[src/rtl/matmul_seq_ctrl.sv]
// matmul_seq_ctrl: sequences the systolic array through clear, feed, drain and write-back phases.
module matmul_seq_ctrl #(
  parameter int MAX_DIM     = 4,
  parameter int DIM_W       = $clog2(MAX_DIM),
  parameter int SP_NTARGETS = 4,
  parameter int SP_W        = $clog2(SP_NTARGETS)
) (
  input  logic             clk,
  input  logic             rst,
  input  logic             start_i,
  input  logic             abort_i,
  input  logic [DIM_W-1:0] dim_n_i,
  input  logic [DIM_W-1:0] dim_k_i,
  input  logic [DIM_W-1:0] dim_m_i,
  input  logic [SP_W-1:0]  sp_target_i,
  output logic             busy_o,
  output logic             done_o,
  output logic             start_err_o,
  output logic             array_clear_o,
  output logic             feed_valid_o,
  output logic [DIM_W-1:0] feed_idx_o,
  output logic             sp_we_o,
  output logic [SP_W-1:0]  sp_addr_o
);
  localparam int CW = DIM_W + 2;
  typedef enum logic [2:0] {IDLE, CLEAR, FEED, DRAIN, WRITE, DONE} state_t;
  state_t state_q, state_d;
  logic [CW-1:0] cnt_q, cnt_d, drain_len;
  logic [DIM_W-1:0] n_q, n_d, k_q, k_d, m_q, m_d, feed_idx_d;
  logic [SP_W-1:0] tgt_q, tgt_d, sp_addr_d;
  logic busy_d, done_d, start_err_d, array_clear_d, feed_valid_d, sp_we_d;
  // dims are held as (value - 1), so their sum is exactly N+M-2 drain cycles
  assign drain_len = CW'(n_q) + CW'(m_q);
  always_comb begin
    state_d = state_q;
    cnt_d   = cnt_q;
    n_d     = n_q;
    k_d     = k_q;
    m_d     = m_q;
    tgt_d   = tgt_q;
    if (abort_i && state_q != IDLE) begin
      state_d = IDLE;
      cnt_d   = '0;
    end else begin
      case (state_q)
        IDLE: if (start_i && !abort_i) begin
          state_d = CLEAR;
          cnt_d   = '0;
          n_d     = dim_n_i;
          k_d     = dim_k_i;
          m_d     = dim_m_i;
          tgt_d   = sp_target_i;
        end
        CLEAR: begin
          state_d = FEED;
          cnt_d   = '0;
        end
        FEED: if (cnt_q == CW'(k_q)) begin
          state_d = (drain_len == '0) ? WRITE : DRAIN;
          cnt_d   = '0;
        end else cnt_d = cnt_q + CW'(1);
        DRAIN: if (cnt_q == drain_len - CW'(1)) begin
          state_d = WRITE;
          cnt_d   = '0;
        end else cnt_d = cnt_q + CW'(1);
        WRITE:   state_d = DONE;
        DONE:    state_d = IDLE;
        default: state_d = IDLE;
      endcase
    end
  end
  // outputs are decoded from the next state so they appear registered with the state
  assign busy_d        = state_d != IDLE;
  assign done_d        = state_d == DONE;
  assign start_err_d   = start_i && !abort_i && state_q != IDLE;
  assign array_clear_d = state_d == CLEAR;
  assign feed_valid_d  = state_d == FEED;
  assign feed_idx_d    = (state_d == FEED) ? cnt_d[DIM_W-1:0] : '0;
  assign sp_we_d       = state_d == WRITE;
  assign sp_addr_d     = (state_d == WRITE) ? tgt_d : '0;
  always_ff @(posedge clk or negedge rst) begin
    if (!rst) begin
      state_q       <= IDLE;
      cnt_q         <= '0;
      n_q           <= '0;
      k_q           <= '0;
      m_q           <= '0;
      tgt_q         <= '0;
      busy_o        <= 1'b0;
      done_o        <= 1'b0;
      start_err_o   <= 1'b0;
      array_clear_o <= 1'b0;
      feed_valid_o  <= 1'b0;
      feed_idx_o    <= '0;
      sp_we_o       <= 1'b0;
      sp_addr_o     <= '0;
    end else begin
      state_q       <= state_d;
      cnt_q         <= cnt_d;
      n_q           <= n_d;
      k_q           <= k_d;
      m_q           <= m_d;
      tgt_q         <= tgt_d;
      busy_o        <= busy_d;
      done_o        <= done_d;
      start_err_o   <= start_err_d;
      array_clear_o <= array_clear_d;
      feed_valid_o  <= feed_valid_d;
      feed_idx_o    <= feed_idx_d;
      sp_we_o       <= sp_we_d;
      sp_addr_o     <= sp_addr_d;
    end
  end
endmodule
[config.mk]
export PLATFORM = sky130hd
export DESIGN_NAME = matmul_seq_ctrl
export DESIGN_NICKNAME = d
export VERILOG_FILES = /design/src/rtl/matmul_seq_ctrl.sv
export SDC_FILE = /design/constraint.sdc
export NUM_CORES = 1
export LEC_CHECK = 0
export ABC_AREA = 1
export CAP_MARGIN = 25
export CORE_MARGIN = 1.5
export CORE_UTILIZATION = 25
export DETAILED_ROUTE_END_ITERATION = 8
export PLACE_DENSITY = 0.52
export SYNTH_ARGS = -nofsm -noshare
export SYNTH_HDL_FRONTEND = slang
export SYNTH_SLANG_ARGS = --single-unit
[constraint.sdc]
create_clock -name clk -period 5 [get_ports clk]
set_clock_uncertainty 0.1 [all_clocks]
set_input_delay 1 -clock clk [delete_from_list [all_inputs] [get_ports clk]]
set_output_delay 1 -clock clk [all_outputs]
set_load 0.02 [all_outputs]
==> results of run 1 <==
-- Yosys cell counts, types with 3 or more instances --
master	n
sky130_fd_sc_hd__a21oi_1	4
sky130_fd_sc_hd__nand2_2	5
sky130_fd_sc_hd__inv_1	22
sky130_fd_sc_hd__o21ai_0	7
sky130_fd_sc_hd__ha_1	4
sky130_fd_sc_hd__nor2_1	9
sky130_fd_sc_hd__nor2_4	3
sky130_fd_sc_hd__nor2_2	7
sky130_fd_sc_hd__inv_2	8
sky130_fd_sc_hd__dfrtp_1	25
sky130_fd_sc_hd__nand3_1	9
sky130_fd_sc_hd__nand2_1	40
-- cell type report --
class	instances	area, sq um
inverter	30	112.6
multi-input combinational	109	660.6
tap	72	90.09
timing repair buffer	22	217.7
sequential	25	625.6
fill	597	3720
clock buffer	3	41.29
clock inverter	1	5.005
-- layer usage --
metal	track usage [%]	vias to the layer above	wire [um]
li1	-	560	-
met1	13.29	504	1297
met2	16.78	15	1183
met3	2.791	2	101
met4	1.607	0	11
met5	0	-	0
-- how the worst max path moves through the flow --
stage,endpoint,depth (start not counted),slack (ns),from
global placement,tgt_q[0],7,2.18,abort_i
CTS,sp_addr_o[0],15,2.41,n_q[0]
finish,sp_addr_o[0],15,2.45,n_q[0]
detailed placement,tgt_q[1],7,2.15,abort_i
global route,sp_addr_o[1],13,2.23,n_q[0]
floorplan,sp_addr_o[0],15,2.64,n_q[0]
-- metrics by stage --
step           instances  hold WS [ns]
3_5_place_dp         258        0.3940
4_1_cts              262        0.4161
6_report             262        0.4050
5_1_grt              262        0.4576
2_1_floorplan        166        0.3459
3_3_place_gp         258        0.3935
-- worst register-to-register path, cell delays in order, from the launching register on --
cell	delay, ns
sky130_fd_sc_hd__dfrtp_1	0.40
sky130_fd_sc_hd__ha_1	0.20
sky130_fd_sc_hd__inv_1	0.06
sky130_fd_sc_hd__fa_1	0.45
sky130_fd_sc_hd__ha_1	0.32
sky130_fd_sc_hd__nand2_1	0.07
sky130_fd_sc_hd__inv_1	0.04
sky130_fd_sc_hd__nor2_1	0.07
sky130_fd_sc_hd__nand2_1	0.06
sky130_fd_sc_hd__nor2_2	0.15
sky130_fd_sc_hd__nand2_2	0.09
sky130_fd_sc_hd__nand2_4	0.10
sky130_fd_sc_hd__nand3_4	0.08
sky130_fd_sc_hd__nand2_2	0.12
sky130_fd_sc_hd__nand3_4	0.10
sky130_fd_sc_hd__nor2_2	0.09
-- sequential cells by signal, indices dropped and copies added (netlist names) --
name	flops
cnt_q	4
state_q	3
array_clear_o	1
m_q	2
busy_o	1
done_o	1
sp_we_o	1
start_err_o	1
feed_idx_o	2
sp_addr_o	2
feed_valid_o	1
n_q	2
tgt_q	2
k_q	2
-- power by group through the flow --
stage	Clock, mW	Combinational, mW	Sequential [mW]
floorplan	0	0.486	0.324
global placement	0	0.634	0.317
detailed placement	0	0.640	0.316
CTS	0.127	0.641	0.313
global route	0.136	0.723	0.321
finish	0.120	0.630	0.311
-- kinds of logic (layout without fill, tap and decap cells) --
logic type,Yosys count,in the layout,synth area share (%)
AO/OA/AOI/OAI,15,15,6.560
AND/OR/NAND/NOR,87,87,34.04
buffers and inverters,32,56,8.865
XOR/XNOR,2,2,1.241
flip-flops,25,25,44.33
adder cells (fa/ha/maj),5,5,4.965
==> impl_metrics.tcl, run 1 <==
set metrics [dict create \
    grt_pass1_vias 1080 \
    cp-end-kind "flip-flop" \
    placement.io_buffers 21 \
    synth_nets 183 \
    detailedPlace.worstSlack_ns 2.154 \
    overflow 0 \
    cp.arrival_ns 2.66 \
    drt_first_iter_violations 31 \
    core_area_sq_mm 0.005473 \
    synth.largest_area_cell "sky130_fd_sc_hd__dfrtp_1" \
    fmaxAchievable_mhz 392.1 \
    synth_top_area_share_pct 44.33 \
    worst-path-buf-inv 2 \
    die-area_sq_mm 0.006105 \
    root_buffer "sky130_fd_sc_hd__clkbuf_8" \
    run_status "finished clean" \
    finalWorstSetupSlack_ns 2.449 \
    cts_tree "yes" \
    drt_first_pass_iters 4 \
    numClockSinks 25 \
    cp.required_ns 5.11 \
    final_clock_period_utilization_by_the_worst_path_pct 51.01 \
    dpl.hpwl_um 2078 \
    pin_count_of_the_biggest_net_entering_global_routing 26 \
    via_count 1081 \
    initial_antenna_violation_count 0 \
    p_leak_nw 0.8499 \
    design.final.nets 208 \
    mostFrequentLayoutCells "sky130_fd_sc_hd__nand2_1 (40), sky130_fd_sc_hd__dfrtp_1 (25), sky130_fd_sc_hd__inv_1 (22)" \
    areaGrowthSynthToFinish_pct 24.20 \
    effective_utilization_at_floorplan_pct 25.79 \
    hold_start "m_q[0]" \
    slowest_delay_ns 0.45 \
    die_y_um 78.14 \
    grt_first_pass_wirelength_um 4968 \
    critical_path.reg2reg.endpoint "sp_addr_o[0]" \
    worst_path_dominant_cell_family "adder cells" \
    cts.hold.buffers_added 0 \
    net-switching-power_uw 500.3 \
    post-cts-setup-buffers 0 \
    wire_per_inst_um 9.897 \
    synthesis.instances 166 \
    number_of_top_level_design_ports 22 \
    worst_ir_drop_vdd_mv 0.2176 \
    yosysSeqAreaShare_pct 44.33 \
    total_clock_buffers_created_by_cts 3 \
    worst_max_slew_pin_slew_ns 0.5118 \
    most_instantiated_flip_flop_cell_in_the_synthesis_netlist "sky130_fd_sc_hd__dfrtp_1" \
    ys_async_sr_fraction_pct 100.0 \
    avgViaCountPerCell 4.126 \
    floorplan.rows 27 \
    layout_commonest_cell "sky130_fd_sc_hd__nand2_1" \
    final_layout_size_suffix_gt1_share_pct 20.53 \
    finish.instance_area_sq_mm 0.001753 \
    combinationalPowerShare_pct 59.4 \
    min_path_cells 2 \
    clock_latency_ns 0.27 \
    p_sw_share_pct 47.16 \
    crit_chain "ha_1, inv_1, fa_1, ha_1, nand2_1, inv_1, nor2_1, nand2_1, nor2_2, nand2_2, nand2_4, nand3_4, nand2_2, nand3_4, nor2_2" \
    critical_path.reg2reg.startpoint "n_q[0]" \
    cts_resized 0 \
    synth_enable_flop_cells 0 \
    min_period_ns 2.551 \
    share_of_total_power_in_the_clock_network_pct 11.3 \
    cts_buffer_depth 2 \
    max-slew-margin-rel_pct 65.84 \
    floorplan.die.width_um 78.14 \
    worst_path_max_delay_cell "sky130_fd_sc_hd__fa_1" \
    power_density_mw_per_mm2 605.2 \
    drt-total-wl_um 2593 \
    postLayoutCoreUtil_pct 32.03 \
    place.gp.congestion 0.7449 \
    finalMaxSlewViolations 0 \
    setup_viol 0 \
    ctsHtreeMaxLevel 1 \
    internal-power_uw 560.5 \
    drc 0 \
    syn-cell-area_sq_mm 0.001411 \
    path_class "flip-flop to flip-flop" \
    drt.antenna.violating_nets 0 \
    design_power_total_mw 1.061 \
    cap_viol_max_count 0 \
    finalHoldViolations 0 \
    grt_setup_unrepaired "no" \
    share_seq_of_total_power_pct 29.3 \
    synth_warnings 0 \
    ys_ff_latch 25 \
    clkSlewWorstSetupHoldPaths_ns 0.09 \
    r2r.worst_path.cells 15 \
    syn-mean-instance-area_sq_um 8.502 \
    postPlaceCellArea_sq_mm 0.001707 \
    globalRouteTotalUtil_pct 10.09 \
    diodes 0 \
    setup-tns-final_ns 0 \
    min_path_type "flip-flop to flip-flop" \
    worst-r2r-setup-slack_ns 2.45 \
    hold_end "m_q[0]" \
    synth_top_cells_by_area "sky130_fd_sc_hd__dfrtp_1 (44%), sky130_fd_sc_hd__nand2_1 (11%), sky130_fd_sc_hd__inv_1 (5.9%), sky130_fd_sc_hd__ha_1 (3.5%), sky130_fd_sc_hd__nand3_1 (3.2%)" \
    cp-start-kind "flip-flop" \
    worstPathMaxFanout 4 \
    ys_types 28 \
]
No activity file was read; power rests on OpenSTA's default activity.
==> run 2, diff against run 1 <==
==> constraint.sdc (replaced) <==
create_clock -name clk -period 2.35 [get_ports clk]
set_clock_uncertainty 0.1 [all_clocks]
set_input_delay 0.47 -clock clk [delete_from_list [all_inputs] [get_ports clk]]
set_output_delay 0.47 -clock clk [all_outputs]
set_load 0.02 [all_outputs]
==> impl_metrics.tcl, run 2 (synthesis gave the netlist of run 1 again) <==
set metrics [dict create \
    run_status "finished, violations left" \
    failed_checks "negative setup slack" \
    overflow 0 \
    globalRouteMet3Util_pct 1.628 \
    gr_util_met2_pct 15.65 \
    worst-r2r-setup-slack_ns -0.06 \
    via_count 1106 \
    finalMaxSlewViolations 0 \
    worst_ir_drop_vdd_mv 0.5247 \
    regMostFlops "cnt_q" \
    r2r.worst_path.cells 14 \
    avgViaCountPerCell 4.127 \
    drt-total-wl_um 2756 \
    power_density_mw_per_mm2 1366 \
    max-slew-margin-rel_pct 73.13 \
    global_route_met1_usage_pct 14.03 \
    cp-start-kind "flip-flop" \
    layout_commonest_cell "sky130_fd_sc_hd__nand2_1" \
    floorplan.rows 27 \
    effective_utilization_at_floorplan_pct 25.79 \
    finalHoldViolations 0 \
    cts_buffer_depth 2 \
    placement.io_buffers 21 \
    cp-end-kind "flip-flop" \
    min_period_ns 2.414 \
    n_fill_cell 599 \
    drt_first_pass_iters 4 \
    areaGrowthSynthToFinish_pct 30.76 \
    finalWorstSetupSlack_ns -0.06450 \
    critical_path.reg2reg.endpoint "sp_addr_o[0]" \
    dpl.hpwl_um 2102 \
    setup_viol 9 \
    clkSlewWorstSetupHoldPaths_ns 0.09 \
    mostFrequentLayoutCells "sky130_fd_sc_hd__nand2_1 (38), sky130_fd_sc_hd__dfrtp_1 (25), sky130_fd_sc_hd__clkdlybuf4s50_1 (21)" \
    grt_setup_unrepaired "yes" \
    cts_tree "yes" \
    p_leak_nw 0.8754 \
    path_class "flip-flop to flip-flop" \
    fin_hold_ws_ns 0.4623 \
    cp.required_ns 2.46 \
    floorplan.die.width_um 78.14 \
    finish.instance_area_sq_mm 0.001846 \
    total_clock_buffers_created_by_cts 3 \
    wire_per_inst_um 10.28 \
    final_layout_size_suffix_gt1_share_pct 29.59 \
    min_path_type "input pin to async pin" \
    cts.hold.buffers_added 0 \
    diodes 0 \
    setup.worst_path.end "sp_addr_o[0]" \
    final_clock_period_utilization_by_the_worst_path_pct 102.7 \
    pin_count_of_the_biggest_net_entering_global_routing 26 \
    worstPathMaxFanout 4 \
    fmaxAchievable_mhz 414.2 \
    initial_antenna_violation_count 0 \
    grt-busiest-layer "met2" \
    critical_path.reg2reg.startpoint "m_q[0]" \
    numClockSinks 25 \
    number_of_top_level_design_ports 22 \
    die-area_sq_mm 0.006105 \
    design_power_total_mw 2.521 \
    drt.antenna.violating_nets 0 \
    clock_latency_ns 0.27 \
    root_buffer "sky130_fd_sc_hd__clkbuf_8" \
    core_area_sq_mm 0.005473 \
    grt_pass1_vias 1054 \
    die_y_um 78.14 \
    globalRouteTotalUtil_pct 10.07 \
    place.gp.congestion 0.7588 \
    largest_register_ff_count 4 \
    drt_first_iter_violations 57 \
    cp.arrival_ns 2.53 \
    cap_viol_max_count 0 \
    grt_first_pass_wirelength_um 4899 \
    design.final.nets 214 \
    ctsHtreeMaxLevel 1 \
    drc 0 \
    biggestRegsByFlops "cnt_q x4, state_q x3" \
    postPlaceCellArea_sq_mm 0.001727 \
    worst_max_slew_pin_slew_ns 0.4030 \
    worst_setup_path_startpoint "m_q[0]" \
]
run 2: cell types whose count changed in the layout (fill, tap and decap cells not counted), moves of 2 or more:
cell,previous run,this run
sky130_fd_sc_hd__inv_1,22,19
sky130_fd_sc_hd__nand3_1,9,7
sky130_fd_sc_hd__buf_4,1,7
sky130_fd_sc_hd__nand3_2,1,3
sky130_fd_sc_hd__inv_2,8,11
sky130_fd_sc_hd__nor2_2,7,10
sky130_fd_sc_hd__nor2_1,9,6
sky130_fd_sc_hd__ha_1,4,2
sky130_fd_sc_hd__nand2_1,40,38
run 2: cell type report:
type / instances / area [sq um] / area share, %
clock inverters: 1 / 7.507 / 0.4068
well taps: 72 / 90.09 / 4.881
multi-input cells: 109 / 705.7 / 38.24
repair buffers: 28 / 262.8 / 14.24
inverters: 30 / 112.6 / 6.102
flip-flops and latches: 25 / 625.6 / 33.90
clock buffers: 3 / 41.29 / 2.237
run 2: timing repair:
action / CTS / global route
gates resized for setup: 5 / 8
endpoints found under the setup margin: 14 / 15
buffers inserted: 3 / 1
pin swaps: 3 / 7
run 2: power breakdown:
group	total [mW]	internal [mW]	switching, mW
Sequential	0.665	0.570	0.0951
Combinational	1.59	0.649	0.941
Clock	0.265	0.120	0.145
run 2: critical path: stages, from the launching register on:
cell	delay, ns
sky130_fd_sc_hd__dfrtp_1	0.39
sky130_fd_sc_hd__ha_2	0.19
sky130_fd_sc_hd__inv_2	0.05
sky130_fd_sc_hd__fa_2	0.45
sky130_fd_sc_hd__ha_4	0.30
sky130_fd_sc_hd__nor2_2	0.03
sky130_fd_sc_hd__nor2_1	0.10
sky130_fd_sc_hd__nand2_1	0.06
sky130_fd_sc_hd__nor2_2	0.11
sky130_fd_sc_hd__nand2_2	0.09
sky130_fd_sc_hd__nand2_4	0.09
sky130_fd_sc_hd__nand3_4	0.10
sky130_fd_sc_hd__nand2_4	0.11
sky130_fd_sc_hd__nand3_4	0.09
sky130_fd_sc_hd__nor2_2	0.08
run 2: metrics by stage:
stage / std cells / setup WS, ns / util, % / TNS (ns)
4_1_cts: 267 / -0.1556 / 33.08 / -1.162
6_report: 268 / -0.06450 / 33.72 / -0.3958
2_1_floorplan: 166 / 0.0008566 / - / 0
3_3_place_gp: 260 / -0.1208 / 31.55 / -0.9793
5_1_grt: 268 / -0.1988 / 33.72 / -1.869
3_5_place_dp: 260 / -0.1740 / 31.55 / -1.667
run 2: worst min-delay path by stage:
| stage | startpoint | end | slack, ns |
|---|---|---|---|
| floorplan | rst | array_clear_o | 0.07 |
| global placement | m_q[0] | m_q[0] | 0.37 |
| detailed placement | m_q[0] | m_q[0] | 0.38 |
| CTS | m_q[0] | m_q[0] | 0.40 |
| global route | rst | tgt_q[0] | 0.50 |
| finish | rst | cnt_q[3] | 0.46 |
run 2: layer usage:
metal | wire [um] | part of all wire, %
met1 | 1334 | 48
met2 | 1281 | 46
met3 | 99 | 3.6
met4 | 40 | 1.5
met5 | 0 | 0
